--- src/rtl/sd_pattern_param_if.sv ---
// Serial pattern detector bus.
// Carries the qualified serial input (en, clr, PI) and the detector results
// (PO, po_q, match_cnt).
//   master : drives en/clr/PI and observes the results (the stream source)
//   slave  : the detector itself
interface sd_pattern_param_if #(
   parameter int unsigned CNT_W = 8
) ();
   logic             en;
   logic             clr;
   logic             PI;
   logic             PO;
   logic             po_q;
   logic [CNT_W-1:0] match_cnt;

   modport master (
      output en, clr, PI,
      input  PO, po_q, match_cnt
   );

   modport slave (
      input  en, clr, PI,
      output PO, po_q, match_cnt
   );
endinterface

--- src/rtl/sd_pattern_param.sv ---
// Parametrised serial sequence detector (Mealy, MSB first).
// Detects PATTERN (N bits, PATTERN[N-1] received first) on a qualified 1-bit stream.
// Overlapping or non-overlapping detection is selected by OVERLAP. A match is reported
// combinationally on PO, registered one cycle later on po_q, and counted in a saturating
// counter.
// Ports:
//   clk            rising-edge clock
//   reset          asynchronous active-low reset
//   bus.en         PI is valid this cycle
//   bus.clr        synchronous clear of detector state and counter (priority over en)
//   bus.PI         serial data bit
//   bus.PO         combinational match, high while the last pattern bit is on PI
//   bus.po_q       PO delayed by one cycle
//   bus.match_cnt  saturating match count since reset/clr
module sd_pattern_param #(
   parameter int unsigned  N       = 4,
   parameter logic [N-1:0] PATTERN = 4'b1011,
   parameter bit           OVERLAP = 1'b0,
   parameter int unsigned  CNT_W   = 8
) (
   input logic              clk,
   input logic              reset,
   sd_pattern_param_if.slave bus
);
   localparam int          NN = N;
   localparam int unsigned SW = $clog2(N);
   localparam int unsigned NS = 2 ** SW;
   localparam int unsigned TW = NS * 2 * SW;

   // KMP next state from prefix length s on input bit b. Encodings s >= N are unused and
   // fall back to 0 so a corrupted state recovers on the next enabled bit.
   function automatic int kmp_next(int s, logic b);
      logic [N-1:0] str;
      logic         ok;
      int           kmax;
      if (s >= NN) return 0;
      if (!OVERLAP && (s == NN - 1) && (b == PATTERN[0])) return 0;
      str = '0;
      for (int i = 0; i < s; i++) str[i] = PATTERN[NN-1-i];
      str[s] = b;
      // A full match (length N) must fall back to a proper border, hence the N-1 cap.
      kmax = (s + 1 < NN) ? s + 1 : NN - 1;
      for (int k = kmax; k > 0; k--) begin
         ok = 1'b1;
         for (int j = 0; j < k; j++) begin
            if (str[s+1-k+j] != PATTERN[NN-1-j]) ok = 1'b0;
         end
         if (ok) return k;
      end
      return 0;
   endfunction

   // Table packed as entries of SW bits, indexed by {state, input bit}.
   function automatic logic [TW-1:0] build_tbl();
      logic [TW-1:0] t;
      t = '0;
      for (int s = 0; s < int'(NS); s++) begin
         for (int b = 0; b < 2; b++) begin
            t[(s*2+b)*SW +: SW] = SW'(kmp_next(s, b[0]));
         end
      end
      return t;
   endfunction

   localparam logic [TW-1:0] NextTbl = build_tbl();

   logic [SW-1:0]    s_q, s_d;
   logic [SW:0]      tbl_idx;
   int unsigned      tbl_base;
   logic             match;
   logic             po_dly_q;
   logic [CNT_W-1:0] cnt_q, cnt_d;

   always_comb begin
      match = reset & bus.en & ~bus.clr & (s_q == SW'(NN - 1)) & (bus.PI == PATTERN[0]);
   end

   always_comb begin
      tbl_idx  = {s_q, bus.PI};
      tbl_base = 32'(tbl_idx) * SW;
      s_d      = s_q;
      if (bus.clr) begin
         s_d = '0;
      end else if (bus.en) begin
         s_d = NextTbl[tbl_base +: SW];
      end
   end

   always_comb begin
      cnt_d = cnt_q;
      if (bus.clr) begin
         cnt_d = '0;
      end else if (match && (cnt_q != '1)) begin
         cnt_d = cnt_q + CNT_W'(1);
      end
   end

   always_ff @(posedge clk or negedge reset) begin
      if (!reset) begin
         s_q      <= '0;
         po_dly_q <= 1'b0;
         cnt_q    <= '0;
      end else begin
         s_q      <= s_d;
         po_dly_q <= match;
         cnt_q    <= cnt_d;
      end
   end

   assign bus.PO        = match;
   assign bus.po_q      = po_dly_q;
   assign bus.match_cnt = cnt_q;
endmodule
--- src/flat_wrapper.sv ---
// flat-port wrapper written by rule: the top's interface ports become plain ports
module sd_pattern_param_flat 
#(
   parameter int unsigned  N       = 4,
   parameter logic [N-1:0] PATTERN = 4'b1011,
   parameter bit           OVERLAP = 1'b0,
   parameter int unsigned  CNT_W   = 8
)
  (clk, reset, bus_en, bus_clr, bus_PI, bus_PO, bus_po_q, bus_match_cnt);
  sd_pattern_param_if #(.CNT_W(CNT_W)) bus_i ();
  input logic clk;
  input logic reset;
  input wire logic [$bits(bus_i.en)-1:0] bus_en;
  input wire logic [$bits(bus_i.clr)-1:0] bus_clr;
  input wire logic [$bits(bus_i.PI)-1:0] bus_PI;
  output wire logic [$bits(bus_i.PO)-1:0] bus_PO;
  output wire logic [$bits(bus_i.po_q)-1:0] bus_po_q;
  output wire logic [$bits(bus_i.match_cnt)-1:0] bus_match_cnt;
  assign bus_i.en = bus_en;
  assign bus_i.clr = bus_clr;
  assign bus_i.PI = bus_PI;
  assign bus_PO = bus_i.PO;
  assign bus_po_q = bus_i.po_q;
  assign bus_match_cnt = bus_i.match_cnt;
  sd_pattern_param #(.N(N), .PATTERN(PATTERN), .OVERLAP(OVERLAP), .CNT_W(CNT_W)) u_core (.clk(clk), .reset(reset), .bus(bus_i));
endmodule
--- config.mk ---
export PLATFORM = sky130hd
export DESIGN_NAME = sd_pattern_param_flat
export DESIGN_NICKNAME = d
export VERILOG_FILES = /design/src/rtl/sd_pattern_param_if.sv /design/src/rtl/sd_pattern_param.sv /design/src/flat_wrapper.sv
export SDC_FILE = /design/constraint.sdc
export NUM_CORES = 1
export LEC_CHECK = 0
export CAP_MARGIN = 0
export CORE_UTILIZATION = 46
export DETAILED_ROUTE_END_ITERATION = 8
export PLACE_DENSITY = 0.76
export SETUP_SLACK_MARGIN = 0.5
export SLEW_MARGIN = 20
export SYNTH_ARGS = -nofsm -noshare
export SYNTH_HDL_FRONTEND = slang
export SYNTH_SLANG_ARGS = --single-unit
--- constraint.sdc ---
create_clock -name clk -period 1.8 [get_ports clk]
set_input_delay 0.36 -clock clk [delete_from_list [all_inputs] [get_ports clk]]
set_output_delay 0.36 -clock clk [all_outputs]
set_load 0.02 [all_outputs]
==> impl_metrics.ini, run 1 <==
[sta]
skew_ps = 3.51
fin_crit_ps = 1740
setup_viol = 0
max_slew_margin = 0.695
worst_slew_pin_slew_ps = 456
fin_crit_sh = 0.966
final.setup.tns_ps = 0
hold_violations = 0
layout_setup_ws_ps = 61.0
grt_setup_unrepaired = true
slew_viol_final = 0
fmax_ghz = 0.575

[cts]
clockRootBuffer = clkbuf_4
holdBufCountCts = 0
worstSkewPairLatency_ps = 280
path_clk_slew_ps = 80
cts_buffer_depth = 2
cts_made_buffers = 3
cts_tree = built
cts.htree.levels = 1
cts_sinks = 11

[place]
place_congestion = 0.764
port_buffers = 14
dp_slack_ps = -534
dp_hpwl_mm = 1.12

[run]
drv_cap = 0

[power_and_ir_drop]
irDropWorstVdd_mv = 0.416
leakage_nw = 0.488
power_density_nw_per_um2 = 463

[min_path]
hold_path.class = in -> async

[finish]
fill_cells = 42
drive_gt1_frac = 0.553
multiInputGateArea_um2 = 439
syn2layout_area_growth_pct = 77.0
nets = 112
regArea_um2 = 282
diodes = 0

[grt]
grt.total_usage = 0.394
grt_pass1_wl_mm = 3.73
grt_pass1_vias = 758
grt_antenna_before_repair = 0
grt_overflow = 0
grt_max_degree = 12

[yosys]
syn_inst = 66
synth.distinct_cells = 23
ys_seq_area_frac = 0.460
synth_fp_nets = 74
synth_seq_cells = 11
ys_warn_count = 0
ys_top_cells_by_area = dfrtp_1 (46%), ha_1 (6.3%), a21oi_1 (5.0%)
synth_largest_area_cell = dfrtp_1
syn_area_um2 = 598
syn_area_per_cell_um2 = 9.06
synthDominantCellAreaShare = 0.460

[drt]
drt_pass1_iterations = 4
ant_nets = 0
vias = 811
route.detailed.drc = 0
vias_per_cell = 6.93
first_iter_violations = 46
drt-total-wl_mm = 2.74
wire_per_inst_um = 23.4

[setup_path]
reg2reg_slack_ps = 60
reg2reg_depth = 7
path_class = reg -> reg
endpoint_kind = flip-flop
required_ps = 1960
timing.rr.start = u_core.s_q[1]
r2r_end = u_core.bus.match_cnt[0]
path_max_fanout = 4
arrival_ps = 1900
startpoint_type = flip-flop

[floorplanning]
initial_core_util = 0.517
dieHeight_um = 38.1
die_x_um = 38.1
core-area_um2 = 1160
dieArea_um2 = 1450
num_rows = 12
ios = 15

[run_status]
status = finished, final reports clean
==> cell families (layout without fill, tap and decap cells) <==
group / after synthesis / after routing / share of synthesized area
AOI/OAI and AO/OA: 16 / 16 / 0.176
adders and majority gates: 3 / 3 / 0.0628
buffers and inverters: 7 / 44 / 0.0460
DFF: 11 / 11 / 0.460
muxes: 2 / 2 / 0.0335
and+or+nand+nor: 27 / 27 / 0.222
==> worst max-delay path, cell delays in order, from the launching register on <==
cell     delay [ps]
dfrtp_1         390
nand4_1         140
or2_4           300
buf_6           130
buf_6           120
buf_4           150
o21ai_0         280
a21oi_2         100
==> per-layer routing <==
metal,global-route usage,share of wire
met1,0.463,0.35
met2,0.606,0.48
met3,0.0814,0.099
met4,0.330,0.069
met5,0,0
==> power by group <==
part / switching [W] / internal [W]
Clock: 0.0000993 / 0.0000862
Sequential: 0.00000243 / 0.000249
Combinational: 0.0000312 / 0.0000215
==> registers in the layout, summed over array words and instances (netlist names) <==
signal and flops:
u_core.bus.match_cnt 8, u_core.bus.po_q 1, u_core.s_q 2
==> cell usage after synthesis <==
master,count
a211oi_1,2
a21oi_1,6
a311oi_1,1
buf_2,1
clkbuf_1,1
dfrtp_1,11
ha_1,3
inv_1,5
mux2i_1,2
nand2_1,6
nand2b_1,1
nand3_1,4
nand4_1,2
nor2_1,6
nor3_1,2
nor4_1,2
o21ai_0,2
o311ai_0,2
o31ai_1,2
o41ai_1,1
or2_1,1
or3_1,2
or4_1,1
==> layout by cell type, fill, tap and decap left out, types with 2 or more instances in the layout <==
cell	instances
nor3_4	2
a211oi_1	2
clkbuf_4	3
dlygate4sd2_1	4
dfrtp_1	6
a21oi_2	2
nor4_4	2
buf_2	8
inv_1	4
dfrtp_2	5
ha_1	2
mux2i_1	2
a21oi_1	4
buf_4	16
nor2_1	6
buf_6	6
nand2_1	6
nand3_1	3
nand4_1	2
==> stage by stage <==
| step | cells | instance area (um^2) | hold WS (ps) | total power (W) | utilization |
|---|---|---|---|---|---|
| after global placement | 100 | 862 | 521 | 0.000299 | 0.746 |
| after floorplan | 66 | 659 | 64.4 | 0.000271 | - |
| after detailed placement | 100 | 862 | 518 | 0.000302 | 0.746 |
| final | 117 | 1060 | 161 | 0.000490 | 0.916 |
| after CTS | 116 | 1020 | 192 | 0.000474 | 0.883 |
| after global routing | 117 | 1060 | 174 | 0.000502 | 0.916 |
==> worst max path at each step <==
stage                       startpoint                      end  slack, ps
2_1_floorplan  u_core.bus.match_cnt[1]  u_core.bus.match_cnt[3]        360
3_3_place_gp                     reset                   bus_PO       -510
3_5_place_dp                     reset                   bus_PO       -530
4_1_cts                  u_core.s_q[1]                   bus_PO        230
5_1_grt                  u_core.s_q[1]  u_core.bus.match_cnt[0]       -150
6_report                 u_core.s_q[1]  u_core.bus.match_cnt[0]         60
==> what timing repair did <==
item | 4_1_cts | 5_1_grt
resized for setup | 64 | 7
setup endpoints to repair | 19 | 11
buffers inserted | 12 | 1
pin swaps | 14 | 5
==> layout make-up <==
class                   count  area share
multi-input cells          48       0.415
flip-flops and latches     11       0.266
repair buffers             35       0.253
clock buffers               4      0.0248
inverters                   5      0.0248
well taps                  14      0.0165
No activity file was read; power rests on OpenSTA's default activity.
==> inputs of run 2 (changes only) <==
--- a/config.mk
+++ b/config.mk
@@ -8,6 +8,7 @@
 export CAP_MARGIN = 0
 export CORE_UTILIZATION = 46
 export DETAILED_ROUTE_END_ITERATION = 8
+export GPL_TIMING_DRIVEN = 1
 export PLACE_DENSITY = 0.76
 export SETUP_SLACK_MARGIN = 0.5
 export SLEW_MARGIN = 20
==> results of run 2 <==
Same layout as run 1: the final DEF is identical, and so are final timing and power.
==> inputs of run 3 (changes only) <==
--- a/config.mk
+++ b/config.mk
@@ -5,8 +5,9 @@
 export SDC_FILE = /design/constraint.sdc
 export NUM_CORES = 1
 export LEC_CHECK = 0
+export ABC_AREA = 1
 export CAP_MARGIN = 0
-export CORE_UTILIZATION = 46
+export CORE_UTILIZATION = 48
 export DETAILED_ROUTE_END_ITERATION = 8
 export GPL_TIMING_DRIVEN = 1
 export PLACE_DENSITY = 0.76
==> constraint.sdc (replaced) <==
create_clock -name clk -period 1.8 [get_ports clk]
set_input_delay 0.54 -clock clk [delete_from_list [all_inputs] [get_ports clk]]
set_output_delay 0.54 -clock clk [all_outputs]
set_load 0.02 [all_outputs]
==> run 3 against run 2 <==
Effect of this change:
- non-clock buffer count grew 4
- clock power shrank 4%
- fmax grew 8.2%
- critical endpoint is now bus_PO
- highest routed layer unchanged
==> impl_metrics.ini, run 3 <==
[run_status]
status = finished, final reports clean

[grt]
grt_antenna_before_repair = 0
grt_pass1_vias = 681
grt_overflow = 0
grt_max_degree = 13
grt_pass1_wl_mm = 2.90
grt.total_usage = 0.285

[sta]
final.setup.tns_ps = 0
skew_ps = 14.1
worst_slew_pin_slew_ps = 266
fin_crit_ps = 1610
layout_setup_ws_ps = 193
setup_viol = 0
worst_hold_slack_ps = 196
slew_viol_final = 0
grt_setup_unrepaired = true
fin_crit_sh = 0.893
max_slew_margin = 0.822
hold_violations = 0
fmax_ghz = 0.622

[setup_path]
startpoint_type = flip-flop
cp_cell_sequence = nand2_4, nor2_4, nand2_2, clkinv_4, buf_6
required_ps = 1260
critPathMaxStageDelay_ps = 420
path_max_fanout = 2
crit_path_top_delay_cell = dfrtp_1
arrival_ps = 1070
endpoint_kind = output pin
path_class = reg -> out

[yosys]
synth_largest_area_cell = dfrtp_1
ys.flop_type = dfrtp_1
ys_top_cells_by_area = dfrtp_1 (40%), nand2_1 (15%), nand3_1 (11%)
synth_fp_nets = 105
synth.distinct_cells = 20
synthTopCellsByCount = nand2_1 (28), nand3_1 (15), dfrtp_1 (11), inv_1 (11), nor2_1 (10)
synthDominantCellAreaShare = 0.397
async_flop_share = 1.00
syn_inst = 97
syn_area_per_cell_um2 = 7.15
syn_area_um2 = 693
ys_warn_count = 0
ys_seq_area_frac = 0.397
yosysMostFrequentCell = nand2_1
synth_edf_count = 0
synth_seq_cells = 11

[floorplanning]
dieHeight_um = 40
ios = 15
core-area_um2 = 1320
dieArea_um2 = 1600
num_rows = 13
initial_core_util = 0.526
die_x_um = 40

[run]
drv_cap = 0

[finish]
nets = 148
diodes = 0
syn2layout_area_growth_pct = 65.3
drive_gt1_frac = 0.468
layout.cells.most_common_list = nand2_1 (23), buf_4 (23), buf_6 (13)
largest_register_ffs = 8

[cts]
path_clk_slew_ps = 80
cts_tree = built
cts_buffer_depth = 2
cts_sinks = 11
clockRootBuffer = clkbuf_4
cts.htree.levels = 1
cts_made_buffers = 3
worstSkewPairLatency_ps = 280
holdBufCountCts = 0

[drt]
route.detailed.drc = 0
drt_pass1_iterations = 4
ant_nets = 0
vias = 884
wire_per_inst_um = 16.0
vias_per_cell = 5.74
drt-total-wl_mm = 2.46
first_iter_violations = 49

[power_and_ir_drop]
leakage_nw = 0.608
irDropWorstVdd_mv = 0.454
power_density_nw_per_um2 = 416
power_w = 0.000477

[min_path]
hold_path.class = in -> async

[place]
dp_slack_ps = -684
port_buffers = 14
dp_hpwl_mm = 1.16
place_congestion = 0.833
run 3: cell count changes after synthesis, sizes merged, moves of 2 or more:
cell / previous run / this run
inv: 5 / 13
o31ai: 2 / 0
or3: 2 / 0
nor4: 2 / 0
nand3: 4 / 15
a21oi: 6 / 2
o311ai: 2 / 0
nor2: 6 / 12
a211oi: 2 / 0
nand2: 6 / 31
mux2i: 2 / 0
run 3: path summary, 6_finish.rpt:
kind	startpoint	endpoint	slack, ps	cells past startpoint
min in group clk	bus_clr	u_core.s_q[1]	510	3
max reg2reg	u_core.s_q[1]	u_core.bus.match_cnt[7]	380	9
max	u_core.s_q[1]	bus_PO	190	5
min reg2reg	u_core.s_q[0]	u_core.s_q[0]	600	2
min	reset	u_core.s_q[1]	200	2
max in group asynchronous	reset	u_core.bus.match_cnt[7]	1430	2
run 3: layout make-up:
class	count	area (um^2)
multi-input combinational	71	434
timing repair buffer	39	334
sequential	11	275
fill	74	171
inverter	14	57.6
clock buffer	4	26.3
tap	15	18.8
run 3: metrics by stage:
stage,instance area [um^2],utilization,instances
finish,1150,0.870,154
detailed placement,936,0.710,135
global route,1150,0.870,154
global placement,936,0.710,135
floorplan,707,-,97
CTS,1060,0.802,149
run 3: worst max-delay path: cells and delay by family (launching register included):
kind                   cells  cell delay, ps
DFF                        1             420
and+or+nand+nor            3             200
buffers and inverters      2             170
run 3: kinds of logic after synthesis:
group / count (synthesis) / synth area share
simple gates: 61 / 0.399
buf+inv: 15 / 0.0848
flops: 11 / 0.397
compound gates: 6 / 0.0524
fa+ha+maj: 3 / 0.0542
xor+xnor: 1 / 0.0126
run 3: per-layer routing:
metal  GRT usage  vias up  wire length [um]
li1            -      395                 -
met1       0.339      417               932
met2       0.488       56              1240
met3       0.111       16               167
met4      0.0431        0               127
met5           0        -                 0
run 3: timing repair:
action                     in CTS  in global routing
gates resized for setup        81                 13
hold endpoints to repair        0                  0
buffers inserted               10                  5
setup endpoints to repair      20                 18
pin swaps                       8                  8
run 3: report_power, final:
group	switching, W	internal, W
logic	0.0000282	0.0000210
clock network	0.0000912	0.0000860
registers	0.00000166	0.000249
total	0.000121	0.000356
